## src/rtl/hot_page_topk_cam_if.sv

```systemverilog
// Estimate-in / readout-out bundle for the sorted top-K hot page CAM.
interface hot_page_topk_cam_if #(
    parameter int unsigned ADDR_SIZE = 22,
    parameter int unsigned CNT_SIZE  = 32
);
    logic                 input_valid;
    logic [ADDR_SIZE-1:0] input_addr;
    logic [CNT_SIZE-1:0]  input_cnt;
    logic                 drain_start;
    logic                 out_valid;
    logic                 out_ready;
    logic [ADDR_SIZE-1:0] out_addr;
    logic [CNT_SIZE-1:0]  out_cnt;
    logic                 out_last;

    modport master (
        output input_valid, input_addr, input_cnt, drain_start, out_ready,
        input  out_valid, out_addr, out_cnt, out_last
    );

    modport slave (
        input  input_valid, input_addr, input_cnt, drain_start, out_ready,
        output out_valid, out_addr, out_cnt, out_last
    );
endinterface

```

## src/rtl/hot_page_topk_cam.sv

```systemverilog
// Sorted top-K CAM: keeps the NUM_ENTRY hottest page addresses, entry 0 hottest,
// and streams them out hottest-first on request before clearing for the next epoch.
module hot_page_topk_cam #(
    parameter int unsigned NUM_ENTRY = 16,
    parameter int unsigned ADDR_SIZE = 22,
    parameter int unsigned CNT_SIZE  = 32,
    parameter int unsigned DROP_SIZE = 16
) (
    input  logic                             clk,
    input  logic                             rst,
    hot_page_topk_cam_if.slave               bus_io,
    output logic                             drain_done_o,
    output logic                             busy_o,
    output logic [$clog2(NUM_ENTRY+1)-1:0]   num_valid_o,
    output logic [DROP_SIZE-1:0]             drop_cnt_o
);
    localparam int unsigned IdxW = $clog2(NUM_ENTRY);
    localparam int unsigned NumW = $clog2(NUM_ENTRY + 1);

    typedef enum logic [1:0] {StIdle, StFlush, StDrain, StClear} state_e;

    state_e                 state_q;
    logic [IdxW-1:0]        rd_idx_q;
    logic [NumW-1:0]        num_valid_q, num_valid_d;
    logic [DROP_SIZE-1:0]   drop_cnt_q;

    logic                   s1_valid_q;
    logic [ADDR_SIZE-1:0]   s1_addr_q;
    logic [CNT_SIZE-1:0]    s1_cnt_q;

    logic [NUM_ENTRY-1:0]   valid_q, valid_d;
    logic [ADDR_SIZE-1:0]   addr_q [NUM_ENTRY];
    logic [ADDR_SIZE-1:0]   addr_d [NUM_ENTRY];
    logic [CNT_SIZE-1:0]    cnt_q  [NUM_ENTRY];
    logic [CNT_SIZE-1:0]    cnt_d  [NUM_ENTRY];

    logic                   hit;
    logic [IdxW-1:0]        hit_idx, top;
    logic [CNT_SIZE-1:0]    old_cnt, key;
    logic [NumW-1:0]        pos;
    logic                   do_write;

    // S2: match, rank and shift. A hit only ranks against entries above it so that
    // an unchanged or equal count never moves behind an incumbent.
    always_comb begin
        hit     = 1'b0;
        hit_idx = '0;
        old_cnt = '0;
        for (int j = 0; j < NUM_ENTRY; j++) begin
            if (valid_q[j] && addr_q[j] == s1_addr_q) begin
                hit     = 1'b1;
                hit_idx = IdxW'(j);
                old_cnt = cnt_q[j];
            end
        end
        key = (hit && old_cnt > s1_cnt_q) ? old_cnt : s1_cnt_q;
        pos = '0;
        for (int j = 0; j < NUM_ENTRY; j++) begin
            if (valid_q[j] && (!hit || IdxW'(j) < hit_idx) && cnt_q[j] >= key) begin
                pos = pos + NumW'(1);
            end
        end
        top      = hit ? hit_idx : IdxW'(NUM_ENTRY - 1);
        do_write = s1_valid_q && (hit || pos != NumW'(NUM_ENTRY));

        valid_d     = valid_q;
        addr_d      = addr_q;
        cnt_d       = cnt_q;
        num_valid_d = num_valid_q;
        if (do_write) begin
            for (int j = 1; j < NUM_ENTRY; j++) begin
                if (NumW'(j) > pos && IdxW'(j) <= top) begin
                    valid_d[j] = valid_q[j-1];
                    addr_d[j]  = addr_q[j-1];
                    cnt_d[j]   = cnt_q[j-1];
                end
            end
            valid_d[IdxW'(pos)] = 1'b1;
            addr_d[IdxW'(pos)]  = s1_addr_q;
            cnt_d[IdxW'(pos)]   = key;
            if (!hit && num_valid_q != NumW'(NUM_ENTRY)) begin
                num_valid_d = num_valid_q + NumW'(1);
            end
        end
    end

    always_ff @(posedge clk or posedge rst) begin
        if (rst) begin
            state_q     <= StIdle;
            rd_idx_q    <= '0;
            num_valid_q <= '0;
            drop_cnt_q  <= '0;
            s1_valid_q  <= 1'b0;
            s1_addr_q   <= '0;
            s1_cnt_q    <= '0;
            valid_q     <= '0;
            for (int j = 0; j < NUM_ENTRY; j++) begin
                addr_q[j] <= '0;
                cnt_q[j]  <= '0;
            end
        end else begin
            s1_valid_q <= (state_q == StIdle) && bus_io.input_valid;
            if (state_q == StIdle && bus_io.input_valid) begin
                s1_addr_q <= bus_io.input_addr;
                s1_cnt_q  <= bus_io.input_cnt;
            end
            if (state_q != StIdle && bus_io.input_valid && drop_cnt_q != '1) begin
                drop_cnt_q <= drop_cnt_q + DROP_SIZE'(1);
            end

            if (state_q == StClear) begin
                valid_q     <= '0;
                num_valid_q <= '0;
                for (int j = 0; j < NUM_ENTRY; j++) begin
                    addr_q[j] <= '0;
                    cnt_q[j]  <= '0;
                end
            end else begin
                valid_q     <= valid_d;
                addr_q      <= addr_d;
                cnt_q       <= cnt_d;
                num_valid_q <= num_valid_d;
            end

            unique case (state_q)
                StIdle: if (bus_io.drain_start) state_q <= StFlush;
                StFlush: begin
                    rd_idx_q <= '0;
                    state_q  <= (num_valid_d != '0) ? StDrain : StClear;
                end
                StDrain: begin
                    if (bus_io.out_ready) begin
                        if (bus_io.out_last) state_q <= StClear;
                        else                 rd_idx_q <= rd_idx_q + IdxW'(1);
                    end
                end
                StClear: begin
                    rd_idx_q <= '0;
                    state_q  <= StIdle;
                end
                default: state_q <= StIdle;
            endcase
        end
    end

    always_comb begin
        bus_io.out_valid = (state_q == StDrain);
        bus_io.out_addr  = bus_io.out_valid ? addr_q[rd_idx_q] : '0;
        bus_io.out_cnt   = bus_io.out_valid ? cnt_q[rd_idx_q] : '0;
        bus_io.out_last  = bus_io.out_valid && (NumW'(rd_idx_q) == num_valid_q - NumW'(1));
        drain_done_o     = (state_q == StClear);
        busy_o           = (state_q != StIdle);
        num_valid_o      = num_valid_q;
        drop_cnt_o       = drop_cnt_q;
    end
endmodule

```

## src/flat_wrapper.sv

```systemverilog
// flat-port wrapper written by rule: the top's interface ports become plain ports
module hot_page_topk_cam_flat 
#(
    parameter int unsigned NUM_ENTRY = 16,
    parameter int unsigned ADDR_SIZE = 22,
    parameter int unsigned CNT_SIZE  = 32,
    parameter int unsigned DROP_SIZE = 16
)
  (clk, rst, drain_done_o, busy_o, num_valid_o, drop_cnt_o, bus_io_input_valid, bus_io_input_addr, bus_io_input_cnt, bus_io_drain_start, bus_io_out_ready, bus_io_out_valid, bus_io_out_addr, bus_io_out_cnt, bus_io_out_last);
  hot_page_topk_cam_if #(.ADDR_SIZE(ADDR_SIZE), .CNT_SIZE(CNT_SIZE)) bus_io_i ();
  input  logic clk;
  input  logic rst;
  output logic drain_done_o;
  output logic busy_o;
  output logic [$clog2(NUM_ENTRY+1)-1:0] num_valid_o;
  output logic [DROP_SIZE-1:0] drop_cnt_o;
  input wire logic [$bits(bus_io_i.input_valid)-1:0] bus_io_input_valid;
  input wire logic [$bits(bus_io_i.input_addr)-1:0] bus_io_input_addr;
  input wire logic [$bits(bus_io_i.input_cnt)-1:0] bus_io_input_cnt;
  input wire logic [$bits(bus_io_i.drain_start)-1:0] bus_io_drain_start;
  input wire logic [$bits(bus_io_i.out_ready)-1:0] bus_io_out_ready;
  output wire logic [$bits(bus_io_i.out_valid)-1:0] bus_io_out_valid;
  output wire logic [$bits(bus_io_i.out_addr)-1:0] bus_io_out_addr;
  output wire logic [$bits(bus_io_i.out_cnt)-1:0] bus_io_out_cnt;
  output wire logic [$bits(bus_io_i.out_last)-1:0] bus_io_out_last;
  assign bus_io_i.input_valid = bus_io_input_valid;
  assign bus_io_i.input_addr = bus_io_input_addr;
  assign bus_io_i.input_cnt = bus_io_input_cnt;
  assign bus_io_i.drain_start = bus_io_drain_start;
  assign bus_io_i.out_ready = bus_io_out_ready;
  assign bus_io_out_valid = bus_io_i.out_valid;
  assign bus_io_out_addr = bus_io_i.out_addr;
  assign bus_io_out_cnt = bus_io_i.out_cnt;
  assign bus_io_out_last = bus_io_i.out_last;
  hot_page_topk_cam #(.NUM_ENTRY(NUM_ENTRY), .ADDR_SIZE(ADDR_SIZE), .CNT_SIZE(CNT_SIZE), .DROP_SIZE(DROP_SIZE)) u_core (.clk(clk), .rst(rst), .bus_io(bus_io_i), .drain_done_o(drain_done_o), .busy_o(busy_o), .num_valid_o(num_valid_o), .drop_cnt_o(drop_cnt_o));
endmodule
```

## config.mk

```make
export PLATFORM = sky130hd
export DESIGN_NAME = hot_page_topk_cam_flat
export DESIGN_NICKNAME = d
export VERILOG_FILES = /design/src/rtl/hot_page_topk_cam_if.sv /design/src/rtl/hot_page_topk_cam.sv /design/src/flat_wrapper.sv
export SDC_FILE = /design/constraint.sdc
export NUM_CORES = 2
export LEC_CHECK = 0
export BUFFER_PORTS_ARGS = -buffer_cell sky130_fd_sc_hd__clkbuf_2
export CAP_MARGIN = 20
export CORE_MARGIN = 2
export CORE_UTILIZATION = 55
export CTS_CLUSTER_DIAMETER = 50
export DETAILED_ROUTE_END_ITERATION = 8
export PLACE_DENSITY = 0.83
export SLEW_MARGIN = 40
export SYNTH_ARGS = -nofsm -noshare
export SYNTH_HDL_FRONTEND = slang
export SYNTH_SLANG_ARGS = --single-unit
```

## constraint.sdc

```tcl
create_clock -name clk -period 38.7 [get_ports clk]
set_clock_uncertainty 0.2 [all_clocks]
set_input_delay 3.87 -clock clk [delete_from_list [all_inputs] [get_ports clk]]
set_output_delay 3.87 -clock clk [all_outputs]
set_load 0.005 [all_outputs]
```

# After elaboration in Yosys (flattened, before gate mapping)
# Cells that the tools add are included.
[classes] addsub=19 order_cmp=68 eq_ne=27 n_mux=188 bitwise=3 reduce_logical=98
[op_table] op="32-bit 2-to-1 mux" count=51
[op_table] op="512-bit 2-to-1 mux" count=2
[op_table] op="22-bit 2-to-1 mux" count=34
[op_table] op="352-bit 2-to-1 mux" count=2
[op_table] op="512-bit bitwise mux" count=1
[op_table] op="32-bit greater-or-equal comparator" count=16
[op_table] op="352-bit bitwise mux" count=1
[op_table] op="22-bit == test" count=16
[op_table] op="32-bit binary-select mux with 4-bit select" count=1
[op_table] op="32-bit demux with 4-bit select" count=1
[op_table] op="5-bit 2-to-1 mux" count=18
[op_table] op="22-bit binary-select mux with 4-bit select" count=1
[op_table] op="22-bit demux with 4-bit select" count=1
[op_table] op="5-bit by 1-bit adder with 5-bit output (second input constant)" count=15
[op_table] op="1-bit logical AND" count=72
[op_table] op="1-bit 2-to-1 mux" count=50
[op_table] op="4-bit 2-to-1 mux" count=11
[op_table] op="4-bit by 5-bit > comparator with 1-bit output (first input constant)" count=8
[op_table] op="32-bit > comparator" count=1
[op_table] op="4-bit less-or-equal comparator (first input constant)" count=8
[op_table] op="4-bit less-than comparator (first input constant)" count=8
[op_table] op="16-bit 2-to-1 mux" count=2
[op_table] op="3-bit by 5-bit > comparator with 1-bit output (first input constant)" count=4
[op_table] op="1-bit logical OR" count=17
[op_table] op="36 further kinds" count=62
[word_totals] register_bits=962 in_bits=59

# Logic depth before layout (Yosys ltp)
[depth] ltp_word=62 mapped_depth=111 mapped_depth_nobuf=102

# Least setup slack after synthesis
# Ideal clock, no wire load.
[synth_timing] kind="register to register" from="reg u_core.s1_addr_q[19]" to="reg u_core.cnt_q[65] in the netlist's numbering" setup_ns=0.121 t_arrival_ns=19.502 path_slack_ns=18.878 stages_incl_launch_ff=106 n_path_buf=10 period_less_slack_ns=19.822 cell_sequence="dfrtp_1 clkbuf_1 buf_2 buf_2 xnor2_1 nand4_1 nor4_1 and2_1 clkbuf_1 clkbuf_1 clkbuf_1 a21oi_1 o221ai_1 o21ai_0 a211oi_1 a21oi_1 o21ai_0 a211oi_1 (+70 left out) ha_1 nand2_1 o21ai_0 ha_1 mux2_2 ha_1 inv_1 nor2_1 nor2_1 o21ai_0 mux2_2 xnor2_4 buf_2 o211ai_1 a21oi_1 nor2_2 buf_2 a22o_1"
[synth_between] elab_chain_cells=62 elab_cells_between_ends=213 classes_between="add/sub (15); order compare (37); eq/ne (17); mux (72); bitwise (1); reduce/logical (71)"
[synth_rtl] item="start, declared" line_no="hot_page_topk_cam.sv:28" source="logic [ADDR_SIZE-1:0] s1_addr_q;"
[synth_rtl] item="start signal, assigned" line_no="hot_page_topk_cam.sv:104" source="s1_addr_q <= bus_io.input_addr;"
[synth_rtl] item="22-bit == test" line_no="hot_page_topk_cam.sv:50" source="if (valid_q[j] && addr_q[j] == s1_addr_q) begin"
[synth_rtl] item="1-bit logical AND" line_no="hot_page_topk_cam.sv:50"
[synth_rtl] item="32-bit 2-to-1 mux (16 in series)" line_no="hot_page_topk_cam.sv:50"
[synth_rtl] item="32-bit > comparator" line_no="hot_page_topk_cam.sv:56" source="key = (hit && old_cnt > s1_cnt_q) ? old_cnt : s1_cnt_q;"
[synth_rtl] item="1-bit logical AND" line_no="hot_page_topk_cam.sv:56"
[synth_rtl] item="32-bit 2-to-1 mux" line_no="hot_page_topk_cam.sv:56"
[synth_rtl] item="32-bit greater-or-equal comparator" line_no="hot_page_topk_cam.sv:59" source="if (valid_q[j] && (!hit || IdxW'(j) < hit_idx) && cnt_q[j] >= key) begin"
[synth_rtl] item="1-bit logical AND" line_no="hot_page_topk_cam.sv:59"
[synth_rtl] item="(+31 left out)"
[synth_rtl] item="4-bit inverter with 5-bit output (implied by the code)" line_no="hot_page_topk_cam.sv:80" source="cnt_d[IdxW'(pos)] = key;"
[synth_rtl] item="5-bit greater-or-equal comparator (implied by the code) / 5-bit by 1-bit less-than comparator with 1-bit output (equally long branches)" line_no="hot_page_topk_cam.sv:80"
[synth_rtl] item="1-bit logical AND (implied by the code)" line_no="hot_page_topk_cam.sv:80"
[synth_rtl] item="32-bit 2-to-1 mux (implied by the code)" line_no="hot_page_topk_cam.sv:80"
[synth_rtl] item="32-bit demux with 4-bit select" line_no="hot_page_topk_cam.sv:80"
[synth_rtl] item="512-bit bitwise mux" line_no="hot_page_topk_cam.sv:80"
[synth_rtl] item="512-bit 2-to-1 mux" line_no="hot_page_topk_cam.sv:70" source="if (do_write) begin"
[synth_rtl] item="512-bit 2-to-1 mux" line_no="hot_page_topk_cam.sv:111" source="if (state_q == StClear) begin"
[synth_rtl] item="end signal, assigned" line_no="hot_page_topk_cam.sv:121" source="cnt_q <= cnt_d;"
[synth_rtl] item="end, declared" line_no="hot_page_topk_cam.sv:34" source="logic [CNT_SIZE-1:0] cnt_q [NUM_ENTRY];"
# Several ways; a longest one is shown, not always the timed one. The select of a mux whose other input is x is not followed.
# A chain may end at the register's enable or synchronous reset.

# Worst setup path after layout
[layout_timing] from="reg u_core.s1_addr_q[6]" to="reg u_core.addr_q[325] in the netlist's numbering"
[layout_between] elab_chain_cells=62 elab_cells_between_ends=213 classes_between="add/sub (15); order compare (37); eq/ne (17); mux (72); bitwise (1); reduce/logical (71)"
[layout_rtl] item="22-bit == test" line_no="hot_page_topk_cam.sv:50"
[layout_rtl] item="1-bit logical AND" line_no="hot_page_topk_cam.sv:50"
[layout_rtl] item="32-bit 2-to-1 mux (16 in series)" line_no="hot_page_topk_cam.sv:50"
[layout_rtl] item="32-bit > comparator" line_no="hot_page_topk_cam.sv:56"
[layout_rtl] item="1-bit logical AND" line_no="hot_page_topk_cam.sv:56"
[layout_rtl] item="32-bit 2-to-1 mux" line_no="hot_page_topk_cam.sv:56"
[layout_rtl] item="32-bit greater-or-equal comparator" line_no="hot_page_topk_cam.sv:59"
[layout_rtl] item="1-bit logical AND" line_no="hot_page_topk_cam.sv:59"
[layout_rtl] item="(+31 left out)"
[layout_rtl] item="4-bit inverter with 5-bit output (implied by the code)" line_no="hot_page_topk_cam.sv:79" source="addr_d[IdxW'(pos)] = s1_addr_q;"
[layout_rtl] item="5-bit greater-or-equal comparator (implied by the code) / 5-bit by 1-bit less-than comparator with 1-bit output (equally long branches)" line_no="hot_page_topk_cam.sv:79"
[layout_rtl] item="1-bit logical AND (implied by the code)" line_no="hot_page_topk_cam.sv:79"
[layout_rtl] item="22-bit 2-to-1 mux (implied by the code)" line_no="hot_page_topk_cam.sv:79"
[layout_rtl] item="22-bit demux with 4-bit select" line_no="hot_page_topk_cam.sv:79"
[layout_rtl] item="352-bit bitwise mux" line_no="hot_page_topk_cam.sv:79"
[layout_rtl] item="352-bit 2-to-1 mux" line_no="hot_page_topk_cam.sv:70"
[layout_rtl] item="352-bit 2-to-1 mux" line_no="hot_page_topk_cam.sv:111"
[layout_rtl] item="end signal, assigned" line_no="hot_page_topk_cam.sv:120" source="addr_q <= addr_d;"
[layout_rtl] item="end, declared" line_no="hot_page_topk_cam.sv:32" source="logic [ADDR_SIZE-1:0] addr_q [NUM_ENTRY];"
# Several ways; a longest one is shown, not always the timed one. The select of a mux whose other input is x is not followed.

==> metrics.txt <==
post-synthesis async set-or-reset flop share 1.00; CTS tree done; nets in the synthesized netlist 8681; final design area excluding fillers 0.0825 mm2; leading post-synthesis cells by instance count dfrtp_1 (962), nor2_1 (714), nand2_1 (598); Final period util 0.653; post-layout utilization of the core 0.611; sequential cell area fraction in the yosys report 0.323; required time of the critical path 39.18 ns; largest net degree at the start of global routing 103; hold bufs inserted after CTS 0; number of antenna-violating nets in the routed design 0; Skew-Pair Late Insertion Delay 0.81 ns; number of H-tree levels 4; Power Density 88.7 mW/mm2; cell count after synthesis 8087; Layout Nets 8483; result of the run complete, but fails checks; stage delay of the slowest cell on the critical path 0.70 ns; unrepaired setup endpoints after global routing false; cell types occupying the most area after synthesis dfrtp_1 (32%), ha_1 (9.0%), mux4_2 (8.2%); global-route wire length before repair 489000 um; setup bufs post-CTS 0; final hold slack 0.295 ns; post-synthesis cell type count 108; sum of routed wire length over all layers 334000 um; weighted congestion reported at the end of routability-driven placement 1.05; # Max-Cap Violations 0; top-area cell type share of the netlist area 0.323; final cell count without fillers 9805; aggregate negative setup slack 0 ns; dpl hpwl 227000 um; mean area per synthesized cell 9.22 um2; failing checks DRC; count of pins over their slew limit 0; relative max-transition margin 0.348; crit path time final 25.26 ns; overall via count from detail_route 75000; number of top-level pins 138; cell with the largest stage delay on the worst path buf_4; dpl cell area 0.0770 mm2; core region area 0.135 mm2; Max Fanout on Critical Path 78; per-cell routed wire length 34.1 um; transition time of the tightest slew-check pin 0.972 ns; category of the critical setup timing path flop to flop; clk buf depth 3; leading cell type by number of instances after synthesis dfrtp_1; clk sinks 962; cell count after placement 9509; ys flop type dfrtp_1; final setup violation count 0; overall die area 0.138 mm2; Leak 34.8 nW; 1st-pass router iterations 9; row cnt 135; Vias per Instance 7.64; initial core utilization 0.552; final hold vios 0; initial antenna violation count 9; Final Power 7.31 mW; count of state elements after synthesis 962; worst-case vdd ir drop 0.168 mV; cell type with the highest aggregate area in the netlist dfrtp_1; data arrival time of the critical path 25.74 ns; Overall Global Routing Usage 0.477; CTS resizes 0; height of the die 372 um; synth-to-layout area growth 10.7%; via count of the first global-routing pass 71200; post-route worst setup slack 13.44 ns; Root Driver clkbuf_16; synthesized cell area 0.0745 mm2; number of buffers created by CTS 149; share of cells above drive strength 1 0.139; timing-limited maximum frequency 39.6 MHz; Iter 0 DRT Violations 13700; Yosys warning total 0; number of DRC violations after detailed routing 14; Die X 372 um; cell with the most instances on the worst path ha_1; class of the most critical hold timing path flop to flop; count of flip-flops with a built-in enable after synthesis 0; PortBufs 137; startpoint type of the worst setup path flop; CP endpoint kind flop; overall overflow remaining after global route 0; clock slew seen by the registers of the worst setup and hold paths 0.06 ns; setup slack at placement 13.93 ns
==> final timing paths <==
check                                       end                  from  cells after the start  slack, ns
setup / recovery             u_core.addr_q[325]   u_core.s1_addr_q[6]                    104      13.44
hold / removal             u_core.drop_cnt_o[6]  u_core.drop_cnt_o[6]                      1       0.29
setup reg to reg             u_core.addr_q[325]   u_core.s1_addr_q[6]                    104      13.44
hold reg to reg            u_core.drop_cnt_o[6]  u_core.drop_cnt_o[6]                      1       0.29
max in group asynchronous      u_core.addr_q[5]                   rst                      6      32.34
min in group asynchronous      u_core.cnt_q[28]                   rst                      2       2.94
==> power by group <==
part,leakage [nW],internal [mW],switching (mW)
clock network,2.53,0.861,0.571
logic,19.3,1.39,2.72
registers,13.0,1.29,0.478
total,34.8,3.54,3.77
==> sequential cells by signal (all words and copies together), names as in the netlist <==
| signal | flops |
|---|---|
| u_core.s1_addr_q | 22 |
| u_core.cnt_q | 512 |
| u_core.s1_cnt_q | 32 |
| u_core.state_q | 2 |
| u_core.addr_q | 352 |
| u_core.drop_cnt_o | 16 |
| u_core.num_valid_o | 5 |
| u_core.rd_idx_q | 4 |
| u_core.valid_q | 16 |
| u_core.s1_valid_q | 1 |
==> logic make-up after synthesis <==
family                     after synthesis  share of synthesized area
xor gates and xnor gates               422                     0.0526
buffers and inverters                  860                     0.0469
muxes                                  402                      0.101
AOI/OAI and AO/OA                     2742                      0.250
and+or+nand+nor                       2154                      0.136
adders and majority gates              545                     0.0912
DFF                                    962                      0.323
==> layout make-up <==
class,instances,area [um2]
Fill cell,11200,52500
Multi-Input combinational cell,6265,47700
Sequential cell,962,24100
Clock buffer,189,4190
Timing Repair Buffer,348,2650
Tap cell,1781,2230
Clock inverter,89,1000
Inverter,163,624
Antenna cell,8,20.0
==> cell usage in the layout, fill, tap and decap left out, types with 138 or more instances in the layout <==
master     count
dfrtp_1      958
a21oi_1      545
nor2_1       700
nand4_1      231
o2bb2ai_1    251
inv_1        159
o21ai_0      494
a211oi_1     244
buf_4        152
clkbuf_2     138
mux4_2       270
ha_1         533
nand2_1      587
clkbuf_16    152
xnor2_1      344
a22o_1       243
a22oi_1      294
==> layer usage <==
metal	track usage	wire, um	up-vias
li1	-	-	30300
met1	0.602	116000	36000
met2	0.654	134000	7019
met3	0.165	49800	1623
met4	0.394	34900	10
met5	0.00385	124	-
==> worst max-delay path, delay by kind of cell, from the launching register on <==
kind | cells | cell delay, ns
buffers and inverters | 11 | 3.34
AO/OA/AOI/OAI | 42 | 8.39
flip-flops | 1 | 0.51
multiplexers | 6 | 1.17
AND/OR/NAND/NOR | 27 | 5.81
adder cells (fa/ha/maj) | 17 | 5.27
XOR/XNOR | 1 | 0.22
No activity file was read; power rests on OpenSTA's default activity.
